==> config.mk <==
export PLATFORM = sky130hd
export DESIGN_NAME = brick_wall_engine
export DESIGN_NICKNAME = d
export VERILOG_FILES = /design/src/rtl/brick_wall_engine.sv
export SDC_FILE = /design/constraint.sdc
export NUM_CORES = 1
export LEC_CHECK = 0
export CORE_MARGIN = 2
export CORE_UTILIZATION = 34
export CTS_CLUSTER_SIZE = 28
export DETAILED_ROUTE_END_ITERATION = 6
export PLACE_DENSITY_LB_ADDON = 0.3
export SKIP_LAST_GASP = 1
export SYNTH_ARGS = -nofsm -noshare
export SYNTH_HDL_FRONTEND = slang
export SYNTH_SLANG_ARGS = --single-unit
==> constraint.sdc <==
create_clock -name clk -period 7.26 [get_ports clk]
set_clock_uncertainty 0.1 [all_clocks]
set_input_delay 1.452 -clock clk [delete_from_list [all_inputs] [get_ports clk]]
set_output_delay 1.452 -clock clk [all_outputs]
set_load 0.03 [all_outputs]
==> src/rtl/brick_wall_engine.sv <==
// Brick-field engine: multi-hit brick wall storage, 2-stage beam scan to brick graphics,
// one ball hit per frame with write-back, brick counting and FILL/PLAY/CLEAR sequencing.
module brick_wall_engine #(
  parameter int BRICKS_H     = 16,
  parameter int BRICKS_V     = 8,
  parameter int BRICK_W_LOG2 = 4,
  parameter int BRICK_H_LOG2 = 3,
  parameter int LEFT_X       = 8,
  parameter int TOP_Y        = 64,
  parameter int HITS_W       = 2
) (
  input  logic                                     clk,
  input  logic                                     reset,
  input  logic [8:0]                               hpos,
  input  logic [8:0]                               vpos,
  input  logic                                     vsync,
  input  logic                                     ball_gfx,
  input  logic                                     new_level,
  input  logic [HITS_W-1:0]                        level_hits,
  output logic                                     brick_gfx,
  output logic [HITS_W-1:0]                        brick_hits,
  output logic                                     hit,
  output logic                                     incscore,
  output logic [$clog2(BRICKS_H*BRICKS_V+1)-1:0]   bricks_left,
  output logic                                     level_clear,
  output logic                                     busy
);

  localparam int N      = BRICKS_H * BRICKS_V;
  localparam int IDX_W  = (N > 1) ? $clog2(N) : 1;
  localparam int CNT_W  = $clog2(N + 1);
  localparam int WALL_R = LEFT_X + (BRICKS_H << BRICK_W_LOG2);
  localparam int WALL_B = TOP_Y + (BRICKS_V << BRICK_H_LOG2);
  localparam logic [8:0] X_MASK = 9'((1 << BRICK_W_LOG2) - 1);
  localparam logic [8:0] Y_MASK = 9'((1 << BRICK_H_LOG2) - 1);

  typedef enum logic [1:0] {S_FILL, S_PLAY, S_CLEAR} state_t;

  // A refill strength of zero would leave the wall empty, so it loads one instead.
  function automatic logic [HITS_W-1:0] fill_strength(input logic [HITS_W-1:0] h);
    return (h == '0) ? HITS_W'(1) : h;
  endfunction

  function automatic logic [HITS_W-1:0] strength_dec(input logic [HITS_W-1:0] h);
    return (h == '0) ? '0 : h - HITS_W'(1);
  endfunction

  logic [HITS_W-1:0] mem [N];

  state_t            state_q, state_d;
  logic [IDX_W-1:0]  fill_cnt_q, fill_cnt_d;
  logic [CNT_W-1:0]  bricks_left_q, bricks_left_d;
  logic              busy_q, busy_d;
  logic              hit_q, hit_d;
  logic              incscore_q, incscore_d;
  logic              level_clear_q, level_clear_d;
  logic              hit_lock_q, hit_lock_d;
  logic              vsync_prev_q;

  logic              vld_p1_q, vld_p1_d;
  logic              ball_p1_q;
  logic              mortar_p1_q, mortar_p1_d;
  logic [IDX_W-1:0]  idx_p1_q, idx_p1_d;

  logic              brick_gfx_q, brick_gfx_d;
  logic [HITS_W-1:0] brick_hits_q, brick_hits_d;
  logic              ball_p2_q;
  logic [IDX_W-1:0]  idx_p2_q;

  logic              mem_we;
  logic [IDX_W-1:0]  mem_waddr;
  logic [HITS_W-1:0] mem_wdata;
  logic              collide, destroy, last_brick;

  logic              in_wall;
  logic [8:0]        dx, dy, col, row;
  logic [HITS_W-1:0] rd_hits;

  // Stage 1: beam position to brick index, in-wall and mortar flags
  always_comb begin
    in_wall = ({1'b0, hpos} >= 10'(LEFT_X)) && ({1'b0, hpos} < 10'(WALL_R)) &&
              ({1'b0, vpos} >= 10'(TOP_Y))  && ({1'b0, vpos} < 10'(WALL_B));
    dx = hpos - 9'(LEFT_X);
    dy = vpos - 9'(TOP_Y);
    col = dx >> BRICK_W_LOG2;
    row = dy >> BRICK_H_LOG2;
    idx_p1_d    = in_wall ? IDX_W'(32'(row) * BRICKS_H + 32'(col)) : '0;
    mortar_p1_d = ((dx & X_MASK) == 9'd0) || ((dy & Y_MASK) == 9'd0);
    vld_p1_d    = in_wall && (state_q == S_PLAY);
  end

  // Stage 2: array read into brick graphics / strength
  always_comb begin
    rd_hits = mem[idx_p1_q];
    brick_hits_d = '0;
    brick_gfx_d  = 1'b0;
    if (vld_p1_q && state_q == S_PLAY) begin
      brick_hits_d = rd_hits;
      brick_gfx_d  = !mortar_p1_q && (rd_hits != '0);
    end
  end

  // Stage 3: collision, write-back and FSM sequencing
  always_comb begin
    collide    = (state_q == S_PLAY) && brick_gfx_q && ball_p2_q && !hit_lock_q && !new_level;
    destroy    = collide && (brick_hits_q == HITS_W'(1));
    last_brick = destroy && (bricks_left_q == CNT_W'(1));

    state_d       = state_q;
    fill_cnt_d    = fill_cnt_q;
    bricks_left_d = bricks_left_q;
    mem_we        = 1'b0;
    mem_waddr     = idx_p2_q;
    mem_wdata     = strength_dec(brick_hits_q);

    if (new_level) begin
      state_d       = S_FILL;
      fill_cnt_d    = '0;
      bricks_left_d = '0;
    end else begin
      case (state_q)
        S_FILL: begin
          mem_we    = 1'b1;
          mem_waddr = fill_cnt_q;
          mem_wdata = fill_strength(level_hits);
          if (fill_cnt_q == IDX_W'(N - 1)) begin
            state_d       = S_PLAY;
            fill_cnt_d    = '0;
            bricks_left_d = CNT_W'(N);
          end else begin
            fill_cnt_d = fill_cnt_q + IDX_W'(1);
          end
        end
        S_PLAY: begin
          if (collide) mem_we = 1'b1;
          if (destroy) bricks_left_d = bricks_left_q - CNT_W'(1);
          if (last_brick) state_d = S_CLEAR;
        end
        default: ;
      endcase
    end

    busy_d        = (state_d == S_FILL);
    hit_d         = collide;
    incscore_d    = destroy;
    level_clear_d = last_brick;

    // The frame's lock releases after vsync rises; a hit on that same clk re-arms it.
    hit_lock_d = hit_lock_q;
    if (vsync && !vsync_prev_q) hit_lock_d = 1'b0;
    if (collide) hit_lock_d = 1'b1;
  end

  always_ff @(posedge clk or posedge reset) begin
    if (reset) begin
      state_q       <= S_FILL;
      fill_cnt_q    <= '0;
      bricks_left_q <= '0;
      busy_q        <= 1'b1;
      hit_q         <= 1'b0;
      incscore_q    <= 1'b0;
      level_clear_q <= 1'b0;
      hit_lock_q    <= 1'b0;
      vsync_prev_q  <= 1'b0;
      vld_p1_q      <= 1'b0;
      ball_p1_q     <= 1'b0;
      ball_p2_q     <= 1'b0;
      brick_gfx_q   <= 1'b0;
      brick_hits_q  <= '0;
    end else begin
      state_q       <= state_d;
      fill_cnt_q    <= fill_cnt_d;
      bricks_left_q <= bricks_left_d;
      busy_q        <= busy_d;
      hit_q         <= hit_d;
      incscore_q    <= incscore_d;
      level_clear_q <= level_clear_d;
      hit_lock_q    <= hit_lock_d;
      vsync_prev_q  <= vsync;
      vld_p1_q      <= vld_p1_d;
      ball_p1_q     <= ball_gfx;
      ball_p2_q     <= ball_p1_q;
      brick_gfx_q   <= brick_gfx_d;
      brick_hits_q  <= brick_hits_d;
    end
  end

  always_ff @(posedge clk) begin
    idx_p1_q    <= idx_p1_d;
    mortar_p1_q <= mortar_p1_d;
    idx_p2_q    <= idx_p1_q;
  end

  always_ff @(posedge clk) begin
    if (mem_we) mem[mem_waddr] <= mem_wdata;
  end

  assign brick_gfx   = brick_gfx_q;
  assign brick_hits  = brick_hits_q;
  assign hit         = hit_q;
  assign incscore    = incscore_q;
  assign bricks_left = bricks_left_q;
  assign level_clear = level_clear_q;
  assign busy        = busy_q;

endmodule

# == Yosys cells after proc, flatten, opt, wreduce, memory -nomap -nowiden ==
# Memory sizes are Yosys's and may differ from the RTL's. A register that Yosys moved wholly into a read port is not among the register bits.
# Cells that the tools add are included.
# word_totals
elab_cells,90
reg_bits,44
ramBits,256
inputBits,25
n_memories,1
output_inout_bits,15
# classes
addsub,6
reduce_logical,29
order_cmp,4
n_eq_ne,6
mux,27
# memory_table
memory,words,width,read_ports,rd_clocked_by_memory_dff,write_ports,line,rtl
mem,128,2,1,1,1,48,logic [HITS_W-1:0] mem [N];
# ops
operator,n
7-bit two-way mux,6
8-bit two-way mux,3
9-bit zero test,2
2-bit two-way mux,8
8-bit case mux with 2 select lines,1
1-bit logical AND,13
9-bit by 4-bit >= comparator with 1-bit output (second input constant),1
9-bit by 7-bit >= comparator with 1-bit output (second input constant),1
9-bit by 8-bit < comparator with 1-bit output (second input constant),1
9-bit < comparator (second input constant),1
9-bit by 4-bit subtractor with 9-bit output (second input constant),1
8-bit by 1-bit equality test with 1-bit output (second input constant),1
2-bit zero test,4
8-bit by 1-bit subtractor with 8-bit output (second input constant),1
7-bit by 1-bit adder with 7-bit output (second input constant),1
7-bit by 5-bit adder with 7-bit output,1
7-bit equality test (second input constant),1
1-bit two-way mux,7
3-bit != test (second input constant),2
2-bit nonzero test,3
6-bit by 1-bit subtractor with 6-bit output (second input constant),1
2-bit by 1-bit equality test with 1-bit output (second input constant),2
1-bit zero test,4
2-bit case mux with 2 select lines,1
5 further kinds,5

# == Logic depth before layout (Yosys ltp) ==
# Gate-level depths: netlist of the first run.
# depth
word_depth,11
mapped_depth,9
ltp_nobuf,7

# == Worst setup path after synthesis of the first run ==
# Ideal clock, no wire load.
# synth_path
path_kind,input to register
from,input new_level
to,"memory mem[0][1], data pin"
t_arrival_ps,6673
path_buffers,1
path_slack_ps,-710
setup_time_ps,1197
t_required_ps,5963
stages,3
cell_sequence,nor3_4 > buf_2 > o21ai_0
# synth_via
elab_chain_len,1
# synth_rtl
element,line,rtl
start: declaration,18,"input logic new_level,"
2-bit two-way mux,116,if (new_level) begin
named net mem_wdata[1],72,logic [HITS_W-1:0] mem_wdata;
end: declaration,48,
# The timed path passes the listed nets, and every way through them passes these cells.

# == Worst setup path in the final report of the first run ==
# layout_path
from,input new_level
to,"memory mem[50][1], enable pin"
# layout_via
elab_chain_len,7
elab_cells_between_ends,8
classes_between,6 x mux; 2 x reduce/logical
# layout_rtl
element,line,rtl
1-bit zero test,105,collide = (state_q == S_PLAY) && brick_gfx_q && ball_p2_q && !hit_lock_q && !new_level;
1-bit logical AND,105,
1-bit two-way mux,135,if (collide) mem_we = 1'b1;
1-bit case mux with 2 select lines,121,case (state_q)
1-bit two-way mux,116,
1-bit two-way mux,195,if (mem_we) mem[mem_waddr] <= mem_wdata;
1-bit two-way mux (implied by the code),195,
# Parallel ways exist; a longest one is shown, timed or not.

==> flow_summary.yaml, run 1 <==
pwr:
  power_density_mw_per_mm2: 248.7
  net-switching-power_mw: 0.7356
  p_leak_nw: 4.640
  seq_power_share_pct: 51.3
  p_int_mw: 2.942
  swShare_pct: 20.00
  combPwrFrac_pct: 3.4
  ir_drop_mv: 0.1308
  clock_power_share_pct: 45.3
layout:
  n_antenna_cell: 0
  drive_gt1_share_pct: 14.68
  syn2layout_area_growth_pct: 14.93
  layout.cells.non_filler: 1451
  fin_nets: 947
global_routing:
  grt_pass1_vias: 7450
  grt_max_degree: 62
  grt.total_usage_pct: 14.23
  grt-ovfl-total: 0
  grt_pass1_wl_um: 42750
  antenna_found_initial: 0
cts:
  tritoncts: "yes"
  clockBufferDepth: 3
  clock_sinks: 300
  clk_latency_ns: 0.51
  cts_buffers: 34
  cts_resized: 0
  cts_root_buf: "clkbuf_16"
  postCtsSetupBuffers: 0
  cts_hold_buf: 0
  htreeDepth: 2
  clk_pin_slew_ns: 0.05
timing:
  slew_violations: 0
  fin_crit_ns: 4.735
  grt_setup_unrepaired: "false"
  tightest_slew_ns: 1.194
  setup_ws_ns: 2.525
  whs_ns: 0.2482
  min_period_over_period_pct: 65.21
  hold_viol: 0
  slew_headroom_pct: 19.54
  setup_tns_ns: 0
  finalSetupViolations: 0
  fmax_mhz: 211.2
die:
  start_util_pct: 34.32
  die_h_um: 198.5
  core_mm2: 0.03749
  die_w_um: 198.5
  dieArea_mm2: 0.03941
  ios: 40
  rows: 71
setup_path:
  critPathMaxFanout: 26
  critPathKind: "primary input to flip-flop"
  cp_slowest_cell: "nor3_4"
  end_kind: "flip-flop"
  cp.arrival_ns: 4.81
  crit_chain: "clkdlybuf4s50_1, nor3_4, mux2i_1, nand3_1, nor2_1"
  start_kind: "primary input"
  crit_family: "simple AND/OR/NAND/NOR gates"
  cp-startpoint: "new_level"
  cp.buffers_inverters: 1
  required_ns: 7.34
  slowest_delay_ns: 0.90
  r2r-start: "state_q[0]$_DFF_PP0_"
flow_run:
  max_cap_viol_count: 0
placement:
  dpl_worst_slack_ns: 1.976
  place.gp.congestion: 0.7616
  placed_cells: 1390
  place_hpwl_um: 17310
  io_buffers: 39
synth:
  synth_edf_count: 256
  syn_area_mm2: 0.01287
  async_reset_ff_share_pct: 9.667
  synth.distinct_cells: 59
  synth_seq_cells: 300
  syn-num-nets: 904
  ys_warn_count: 0
  avgSynthCellArea_um2: 14.75
  synth_flop_cell: "edfxtp_1"
  synthCells: 872
  yosysSeqAreaShare_pct: 67.73
drt:
  vias: 7212
  wl_per_cell_um: 18.89
  drtIter0Drc: 530
  wirelength_um: 27410
  viasPerCell: 4.970
  ant_nets: 0
  drc: 0
  drtPass1Iterations: 5
hold_path:
  min_path_type: "flip-flop to flip-flop"
  hold_start: "ball_p1_q$_DFF_PP0_"
outcome:
  status: "complete, no violations"
[placed cells by master (no fill, tap or decap), drive strengths merged, types with 17 or more instances in the layout]
cell / n
mux4: 48
nor2: 171
edfxtp: 256
nand2: 65
nand3: 21
mux2: 35
dfrtp: 28
nor3: 22
o21ai: 24
clkbuf: 49
inv: 17
clkdlybuf4s50: 39
[synth_stat cells, types with 3 or more instances]
| library cell | instances | area, um2 |
|---|---|---|
| a21oi_1 | 12 | 60.06 |
| nand2_1 | 65 | 244.0 |
| ha_1 | 7 | 87.58 |
| nand4_1 | 3 | 18.77 |
| inv_1 | 17 | 63.81 |
| mux4_1 | 13 | 341.6 |
| nor4_1 | 5 | 31.28 |
| dfrtp_1 | 28 | 700.7 |
| nor2_1 | 170 | 638.1 |
| nor2b_1 | 4 | 25.02 |
| clkbuf_1 | 7 | 26.28 |
| buf_12 | 4 | 80.08 |
| nand3b_1 | 8 | 60.06 |
| nor3_1 | 20 | 100.1 |
| o22ai_1 | 16 | 100.1 |
| a31oi_1 | 4 | 25.02 |
| mux4_2 | 35 | 788.3 |
| xor2_1 | 3 | 26.28 |
| o21ai_0 | 21 | 105.1 |
| nand2b_1 | 10 | 62.56 |
| buf_4 | 5 | 37.54 |
| edfxtp_1 | 256 | 7687 |
| mux2i_1 | 15 | 150.1 |
| xnor2_1 | 4 | 35.03 |
| buf_2 | 17 | 85.08 |
| dfxtp_1 | 15 | 300.3 |
| nor3b_1 | 3 | 22.52 |
| mux2_2 | 31 | 349.1 |
| nand3_1 | 21 | 105.1 |
| o31ai_1 | 8 | 60.06 |
| buf_6 | 6 | 67.56 |
| a211oi_1 | 4 | 30.03 |
[path summary, 6_finish.rpt]
path / to / slack (ns) / cells after the start
max in group asynchronous: fill_cnt_q[4]$_DFFE_PP0P_ / 4.98 / 2
min reg2reg: ball_p2_q$_DFF_PP0_ / 0.25 / 0
max: mem[50][1]$_DFFE_PP_ / 2.53 / 5
min in group asynchronous: incscore$_DFF_PP0_ / 1.42 / 2
max reg2reg: mem[50][1]$_DFFE_PP_ / 3.56 / 4
min: ball_p2_q$_DFF_PP0_ / 0.25 / 0
[power groups by stage]
stage	Combinational, mW	Sequential [mW]	Clock [mW]
6_report	0.127	1.89	1.66
5_1_grt	0.141	1.89	1.78
4_1_cts	0.130	1.89	1.70
3_5_place_dp	0.129	1.92	0
3_3_place_gp	0.129	1.92	0
2_1_floorplan	0.0804	1.92	0
[cells by family after synthesis]
| group | Yosys count | synth area share [%] |
|---|---|---|
| xor gates and xnor gates | 7 | 0.4765 |
| adders and majority gates | 7 | 0.6807 |
| buffers and inverters | 57 | 2.917 |
| muxes | 98 | 13.07 |
| and+or+nand+nor | 322 | 11.04 |
| DFF | 300 | 67.73 |
| AOI/OAI and AO/OA | 81 | 4.084 |
[state kept, by name (all words and copies together) (netlist names), 2 cells and up]
| signal | count |
|---|---|
| mem | 256 |
| idx_p1_q | 7 |
| state_q | 2 |
| bricks_left | 8 |
| fill_cnt_q | 7 |
| idx_p2_q | 7 |
| brick_hits | 2 |
[metal layers]
layer  up-vias  part of all wire [%]  track usage [%]
li1       3391                     -                -
met1      3615                    45            19.67
met2       175                    48            23.22
met3        31                   5.6            3.086
met4         0                   1.4            2.930
met5         -                     0                0
[through the flow]
| stage | utilization, % | cell area [um2] | total power, mW |
|---|---|---|---|
| global route | 39.44 | 14790 | 3.802 |
| floorplan | - | 12870 | 2.005 |
| finish | 39.44 | 14790 | 3.677 |
| detailed placement | 36.51 | 13690 | 2.051 |
| global placement | 36.51 | 13690 | 2.051 |
| CTS | 39.44 | 14790 | 3.714 |
[worst reg2reg max path, stage by stage (launching register included)]
cell and delay [ns]:
dfrtp_1 0.57, nor3_4 0.91, mux2i_1 0.62, nand3_1 0.75, nor2_1 0.42
[area by class of cell]
type | count | area, um2
fillers | 3522 | 22700
multi-input cells | 515 | 3802
clock buffers | 49 | 991.0
well taps | 511 | 639.4
clock inverters | 12 | 107.6
inverters | 17 | 63.81
flip-flops and latches | 300 | 8720
repair buffers | 47 | 462.9
Note: power is estimated with default switching activity, not from simulation.
==> run 2, diff against run 1 <==
==> constraint.sdc (replaced) <==
create_clock -name clk -period 4.45 [get_ports clk]
set_clock_uncertainty 0.1 [all_clocks]
set_input_delay 0.89 -clock clk [delete_from_list [all_inputs] [get_ports clk]]
set_output_delay 0.89 -clock clk [all_outputs]
set_load 0.03 [all_outputs]
==> flow_summary.yaml, run 2 (synthesis gave the netlist of run 1 again) <==
setup_path:
  start_kind: "primary input"
  critPathKind: "primary input to flip-flop"
  crit_chain: "clkdlybuf4s50_1, nor3_4, mux2i_1, nand3_1, buf_4, nor2_1"
  slowest_delay_ns: 0.68
  worstRegToRegCells: 7
  cp.arrival_ns: 3.38
  end_kind: "flip-flop"
  cp_slowest_cell: "clkdlybuf4s50_1"
  required_ns: 4.59
  regToRegSetupSlack_ns: 1.41
  r2r-start: "idx_p1_q[1]$_SDFF_PN0_"
  reg2reg_to: "brick_gfx$_DFF_PP0_"
  critPathMaxFanout: 16
layout:
  final_area_mm2: 0.01489
  drive_gt1_share_pct: 16.49
  layout.cells.non_filler: 1469
  regMostFlops: "mem"
  fin_util_pct: 39.73
  syn2layout_area_growth_pct: 15.75
  layout_commonest_cell: "edfxtp_1"
  fin_nets: 966
  largest_reg_flops: 256
  mostFrequentLayoutCells: "256 x edfxtp_1, 170 x nor2_1, 65 x nand2_1"
  fillers: 3553
  n_antenna_cell: 0
cts:
  cts_root_buf: "clkbuf_16"
  cts_hold_buf: 0
  clk_pin_slew_ns: 0.06
  postCtsSetupBuffers: 0
  cts_resized: 0
  htreeDepth: 1
  clk_latency_ns: 0.56
  tritoncts: "yes"
  clockBufferDepth: 3
  cts_buffers: 31
  clock_sinks: 300
timing:
  grt_setup_unrepaired: "false"
  slew_headroom_pct: 45.48
  fin_crit_ns: 3.235
  setup_tns_ns: 0
  min_period_over_period_pct: 72.69
  slew_violations: 0
  hold_viol: 0
  finalSetupViolations: 0
  tightest_slew_ns: 0.8167
  fmax_mhz: 309.2
pwr:
  ir_drop_mv: 0.2435
  power_density_mw_per_mm2: 391.7
  fin_total_pwr_mw: 5.834
  p_leak_nw: 4.709
drt:
  viasPerCell: 5.050
  drc: 0
  vias: 7418
  drtPass1Iterations: 4
  drtIter0Drc: 682
  ant_nets: 0
  wl_per_cell_um: 19.82
  wirelength_um: 29120
die:
  die_w_um: 198.5
  die_h_um: 198.5
  start_util_pct: 34.32
  rows: 71
  ios: 40
  core_mm2: 0.03749
  dieArea_mm2: 0.03941
placement:
  placed_cell_area_mm2: 0.01390
  place_hpwl_um: 18300
  place.gp.congestion: 0.7631
  placed_cells: 1412
  io_buffers: 39
hold_path:
  hold_start: "ball_p1_q$_DFF_PP0_"
  hold_depth: 0
  min_path_type: "flip-flop to flip-flop"
  hold_end: "ball_p2_q$_DFF_PP0_"
global_routing:
  antenna_found_initial: 1
  grt_pass1_vias: 7840
  grt-ovfl-total: 0
  grt_pass1_wl_um: 45350
  grt.total_usage_pct: 15.14
  grt_max_degree: 76
flow_run:
  max_cap_viol_count: 0
outcome:
  status: "complete, no violations"
-- run 2: how the worst max path moves through the flow --
stage / cells after the start / start / slack (ns) / end
3_5_place_dp: 6 / new_level / 0.62 / mem[10][0]$_DFFE_PP_
5_1_grt: 6 / new_level / 0.96 / mem[10][0]$_DFFE_PP_
3_3_place_gp: 6 / new_level / 0.76 / mem[4][0]$_DFFE_PP_
4_1_cts: 6 / new_level / 1.21 / mem[10][0]$_DFFE_PP_
2_1_floorplan: 4 / new_level / 0.09 / mem[0][0]$_DFFE_PP_
6_report: 6 / new_level / 1.22 / mem[10][0]$_DFFE_PP_
-- run 2: power breakdown --
group          switching, mW  internal, mW  total [mW]
Sequential            0.0141          3.06        3.08
Clock                   1.04          1.48        2.53
Combinational          0.143        0.0848       0.228
-- run 2: metal layers --
layer	GRT usage (%)	routed length (um)	vias up
met5	0	0	-
met4	5.030	848	0
met3	2.085	1189	59
met2	25.39	14050	173
met1	20.34	13030	3761
li1	-	-	3425
-- run 2: area by class of cell --
| class | count | area, um2 | share of cell area (%) |
|---|---|---|---|
| inverter | 17 | 63.81 | 0.4285 |
| sequential | 300 | 8720 | 58.55 |
| tap | 511 | 639.4 | 4.293 |
| clock buffer | 42 | 837.1 | 5.620 |
| timing repair buffer | 69 | 678.2 | 4.553 |
| clock inverter | 15 | 152.6 | 1.025 |
| multi-input combinational | 515 | 3802 | 25.53 |
-- run 2: stage by stage --
stage                     hold slack (ns)  setup slack [ns]
after floorplan                    0.2258           0.08925
after global placement             0.2367            0.7587
after detailed placement           0.2428            0.6214
after CTS                          0.2550             1.211
after global routing               0.2566            0.9560
final                              0.2518             1.215
-- run 2: critical path, delay by kind of cell --
kind | cells | cell delay (ns)
buffers and inverters | 2 | 0.94
and+or+nand+nor | 3 | 0.93
muxes | 1 | 0.59
